File: src/rtl/pwm_capture.sv
// PWM capture: measures high time and period of pwm_in in CLOCK_50 cycles, with a sticky stall timeout.
// Optional glitch filter on the synchronized input is enabled by defining PWM_CAPTURE_FILTER_EN.
module pwm_capture #(
  parameter int unsigned CNT_W    = 11,
  parameter int unsigned FILT_LEN = 4
) (
  input  logic             CLOCK_50,
  input  logic             RESET_N,
  input  logic             pwm_in,
  output logic [CNT_W-1:0] high_cnt,
  output logic [CNT_W-1:0] period_cnt,
  output logic             meas_valid,
  output logic             timeout,
  output logic             level
);

  localparam logic [CNT_W-1:0] MAX = '1;

  typedef enum logic [1:0] {IDLE, HIGH, LOW} state_e;

  if (FILT_LEN < 2 || FILT_LEN > 15) begin : g_filt_len_chk
    $error("pwm_capture: FILT_LEN must be within 2..15");
  end

  logic             sync1_q, sync1_d, sync2_q, sync2_d;
  logic             sd_q, sd_d;
  logic             s, rise, fall;
  state_e           state_q, state_d;
  logic [CNT_W-1:0] hi_q, hi_d, per_q, per_d;
  logic [CNT_W-1:0] high_cnt_q, high_cnt_d, period_cnt_q, period_cnt_d;
  logic             meas_valid_q, meas_valid_d, timeout_q, timeout_d;

`ifdef PWM_CAPTURE_FILTER_EN
  localparam int unsigned FW = 4;

  logic          filt_q, filt_d;
  logic [FW-1:0] fcnt_q, fcnt_d;

  // Accept a new level only after FILT_LEN consecutive differing samples.
  always_comb begin
    filt_d = filt_q;
    fcnt_d = '0;
    if (sync2_q != filt_q) begin
      if (fcnt_q == FW'(FILT_LEN - 1)) begin
        filt_d = sync2_q;
      end else begin
        fcnt_d = fcnt_q + FW'(1);
      end
    end
  end

  always_ff @(posedge CLOCK_50 or negedge RESET_N) begin
    if (!RESET_N) begin
      filt_q <= 1'b0;
      fcnt_q <= '0;
    end else begin
      filt_q <= filt_d;
      fcnt_q <= fcnt_d;
    end
  end

  assign s = filt_q;
`else
  assign s = sync2_q;
`endif

  assign rise = s & ~sd_q;
  assign fall = ~s & sd_q;

  always_comb begin
    sync1_d = pwm_in;
    sync2_d = sync1_q;
    sd_d    = s;
  end

  // Measurement FSM: hi/per count from each rising edge; publish on the next one.
  always_comb begin
    state_d      = state_q;
    hi_d         = hi_q;
    per_d        = per_q;
    high_cnt_d   = high_cnt_q;
    period_cnt_d = period_cnt_q;
    meas_valid_d = 1'b0;
    timeout_d    = timeout_q;
    unique case (state_q)
      IDLE: begin
        if (rise) begin
          hi_d    = CNT_W'(1);
          per_d   = CNT_W'(1);
          state_d = HIGH;
        end
      end
      HIGH: begin
        // A fall at saturation would overflow per in LOW, so it times out too.
        if (per_q == MAX) begin
          timeout_d = 1'b1;
          state_d   = IDLE;
        end else if (fall) begin
          per_d   = per_q + CNT_W'(1);
          state_d = LOW;
        end else begin
          hi_d  = hi_q + CNT_W'(1);
          per_d = per_q + CNT_W'(1);
        end
      end
      LOW: begin
        if (rise) begin
          high_cnt_d   = hi_q;
          period_cnt_d = per_q;
          meas_valid_d = 1'b1;
          timeout_d    = 1'b0;
          hi_d         = CNT_W'(1);
          per_d        = CNT_W'(1);
          state_d      = HIGH;
        end else if (per_q == MAX) begin
          timeout_d = 1'b1;
          state_d   = IDLE;
        end else begin
          per_d = per_q + CNT_W'(1);
        end
      end
      default: state_d = IDLE;
    endcase
  end

  always_ff @(posedge CLOCK_50 or negedge RESET_N) begin
    if (!RESET_N) begin
      sync1_q      <= 1'b0;
      sync2_q      <= 1'b0;
      sd_q         <= 1'b0;
      state_q      <= IDLE;
      hi_q         <= '0;
      per_q        <= '0;
      high_cnt_q   <= '0;
      period_cnt_q <= '0;
      meas_valid_q <= 1'b0;
      timeout_q    <= 1'b0;
    end else begin
      sync1_q      <= sync1_d;
      sync2_q      <= sync2_d;
      sd_q         <= sd_d;
      state_q      <= state_d;
      hi_q         <= hi_d;
      per_q        <= per_d;
      high_cnt_q   <= high_cnt_d;
      period_cnt_q <= period_cnt_d;
      meas_valid_q <= meas_valid_d;
      timeout_q    <= timeout_d;
    end
  end

  assign high_cnt   = high_cnt_q;
  assign period_cnt = period_cnt_q;
  assign meas_valid = meas_valid_q;
  assign timeout    = timeout_q;
  assign level      = s;

endmodule

File: config.mk
export PLATFORM = sky130hd
export DESIGN_NAME = pwm_capture
export DESIGN_NICKNAME = d
export VERILOG_FILES = /design/src/rtl/pwm_capture.sv
export SDC_FILE = /design/constraint.sdc
export NUM_CORES = 1
export LEC_CHECK = 0
export CORE_ASPECT_RATIO = 1.75
export CORE_MARGIN = 1
export CORE_UTILIZATION = 50
export CTS_BUF_LIST = sky130_fd_sc_hd__clkbuf_16
export DETAILED_ROUTE_END_ITERATION = 16
export HOLD_SLACK_MARGIN = 0.1
export PLACE_DENSITY = 0.82
export SLEW_MARGIN = 10
export SYNTH_ARGS = -nofsm -noshare
export SYNTH_HDL_FRONTEND = slang
export SYNTH_SLANG_ARGS = --single-unit
File: constraint.sdc
create_clock -name CLOCK_50 -period 3.2 [get_ports CLOCK_50]
set_input_delay 0.48 -clock CLOCK_50 [delete_from_list [all_inputs] [get_ports CLOCK_50]]
set_output_delay 0.48 -clock CLOCK_50 [all_outputs]
set_load 0.03 [all_outputs]
==> impl_metrics.tcl <==
set metrics [dict create \
    clk_pin_slew_worst_paths_ns 0.06 \
    rsz0062_at_grt "false" \
    violations "design-rule violations" \
    synth_top_family_by_area "compound AO/OA/AOI/OAI gates" \
    grt_max_degree 30 \
    vias 2007 \
    yosys.area.top_type_share 0.4857 \
    synth_simple_gate_area_frac 0.1776 \
    ys_warn_count 0 \
    dp.cells 328 \
    cts.sinks 51 \
    synth_seq_cells 51 \
    slew_viol_final 0 \
    postCtsSetupBuffers 0 \
    p_leak_uw 0.001363 \
    finalNonFillerCells 336 \
    grt_pass1_vias 1947 \
    multi_input_area_sq_um 1244 \
    antenna_found_initial 0 \
    cts_tree "yes" \
    ys.flop_type "dfrtp_1" \
    crit_fanout 18 \
    outcome "complete, but fails checks" \
    clock_latency_ns 0.28 \
    hold_class "in2async" \
    maxSlewHeadroom 0.4086 \
    syn_nets 267 \
    irDropWorstVdd_v 0.0004860 \
    synth_compound_area_frac 0.1838 \
    drt-met1-wl_um 2097 \
    drt_wl_total_um 5470 \
    synth.most_common_cell "dfrtp_1" \
    fin_area_sq_um 3054 \
    crit_buf_inv 1 \
    die_h_um 97.90 \
    clock_skew_ns 0.005757 \
    worst_pin_slew_ns 0.8870 \
    htree_levels 2 \
    grt_usage 0.2150 \
    dp_hpwl_um 4004 \
    synthTopCellsByCount "dfrtp_1 (51), nand2_1 (50), a21oi_1 (15)" \
    setup_viol 0 \
    core_area_sq_um 5020 \
    cts_made_buffers 5 \
    max_freq_mhz 434.3 \
    dieWidth_um 56.80 \
    seqCellArea_sq_um 1276 \
    synthXorXnorAreaFrac 0 \
    slowest_delay_ns 0.59 \
    drt-initial-drc-count 108 \
    fin_crit_ns 2.303 \
    maxCapViolCount 0 \
    die-area_sq_um 5560 \
    grt.overflow.total 0 \
    postSynthCellCount 257 \
    dr_wl_met2_um 3090 \
    critical_path.top_delay_family "compound AO/OA/AOI/OAI gates" \
    end_kind "flop" \
    yosysUniqueCellTypes 48 \
    muxShareOfSynthArea 0.07857 \
    routed-wl-met3_um 168 \
    num_rows 34 \
    avgSynthCellArea_sq_um 10.22 \
    synth-seq-area-share 0.4857 \
    routabilityCongestion 0.8583 \
    placed_area_sq_um 2909 \
    synth_edf_count 0 \
    crit_slowest_cell "a2111oi_0" \
    io_buffers 27 \
    grt_pass1_wl_um 9197 \
    drc 2 \
    hold_viol 0 \
    initial_core_util 0.5234 \
    cp-start-kind "flop" \
    postSynth.asyncResetShare 1.000 \
    worstPathArrival_ns 2.51 \
    io_pins 28 \
    cts_root_buf "clkbuf_16" \
    layout-drive-gt1-share 0.1028 \
    nets 291 \
    vias_per_cell 5.973 \
    final.setup.tns_ns 0 \
    wire_per_inst_um 16.28 \
    r2r_slack_ns 0.90 \
    finalCritPeriodShare 0.7196 \
    yosys-top-cells-area "dfrtp_1 (49%), nand2_1 (7.1%), mux2i_1 (4.2%)" \
    drt-pass1-iter-count 10 \
    fillers 420 \
    topRoutingLayerUsed "met4" \
    n_antenna_cell 0 \
    worstPathRequired_ns 3.41 \
    synthAdderAreaFrac 0.03333 \
    postCtsResizedCells 0 \
    power_density_nw_per_um2 691.8 \
    ant_nets 0 \
    critPathKind "reg2reg" \
    yosys.area.top_type "dfrtp_1" \
    syn2layout_area_growth_pct 16.24 \
    worstPathCellList "inv_1, ha_1, mux2i_2, a2111oi_0, mux2i_1" \
    clockBufferDepth 2 \
    hold_buffers 0 \
    netlist_area_sq_um 2628 \
]
-- kinds of logic (layout without fill, tap and decap cells) --
family | count (synthesis) | after routing
buffers and inverters | 22 | 47
DFF | 51 | 51
adders and majority gates | 7 | 7
and+or+nand+nor | 89 | 89
muxes | 19 | 19
AOI/OAI and AO/OA | 69 | 69
-- final cells by class --
type,count,share of cell area
flip-flops and latches,51,0.4179
multi-input cells,184,0.4072
repair buffers,30,0.09422
clock buffers,5,0.04097
well taps,54,0.02212
inverters,9,0.01106
clock inverters,3,0.006555
-- metrics by stage --
stage / power [uW] / utilization / hold slack [ns] / worst slack (ns)
2_1_floorplan: 1400 / - / 0.1844 / 1.342
3_3_place_gp: 1577 / 0.5795 / 0.3326 / 1.118
6_report: 2113 / 0.6084 / 0.1643 / 0.8973
5_1_grt: 2232 / 0.6084 / 0.2013 / 0.6538
4_1_cts: 2117 / 0.6084 / 0.1779 / 0.9562
3_5_place_dp: 1602 / 0.5795 / 0.3396 / 0.9707
-- metal layers --
metal	GRT usage	vias up
met1	0.2352	977
met3	0.02914	10
met2	0.4020	47
li1	-	973
met5	0	-
met4	0.09381	0
-- final timing paths --
kind | from | to | cells past startpoint
hold reg to reg | sync1_q | level | 0
hold / removal | RESET_N | hi_q[9] | 1
max in group asynchronous | RESET_N | per_q[3] | 2
min in group CLOCK_50 | sync1_q | level | 0
setup reg to reg | state_q[1] | hi_q[10] | 5
setup / recovery | state_q[1] | hi_q[10] | 5
-- report_power, final --
part           internal [uW]  switching [uW]
combinational            294             478
sequential               732            98.2
clock                    288             222
-- sequential cells by signal (all words and copies together), names as in the netlist, 2 cells and up --
signal and count:
per_q 11, hi_q 11, high_cnt 11, period_cnt 11
state_q 2
-- worst register-to-register path: stages, from the launching register on --
cell and delay (ns):
dfrtp_1 0.43, inv_1 0.10, ha_1 0.56, mux2i_2 0.32
a2111oi_0 0.59, mux2i_1 0.23
-- cell usage in the layout, fill, tap and decap left out, types with 2 or more instances in the layout --
cell,netlist,layout
a31oi_1,3,3
nor2_1,6,6
clkbuf_16,0,5
mux2i_1,11,11
and4_1,3,3
and3_1,3,3
mux2_2,6,6
buf_4,1,3
a2111oi_0,3,3
inv_1,9,9
a311o_1,2,2
clkdlybuf4s50_1,0,26
ha_1,7,7
o31ai_1,4,4
o21ai_0,13,13
a21o_1,2,2
nor4_1,2,2
nand4_1,4,4
nand2_1,50,50
nand3_1,10,10
or4_1,2,2
dfrtp_1,51,51
a21oi_1,15,15
a211oi_1,6,6
o21bai_1,10,10
No activity file was read; power rests on OpenSTA's default activity.
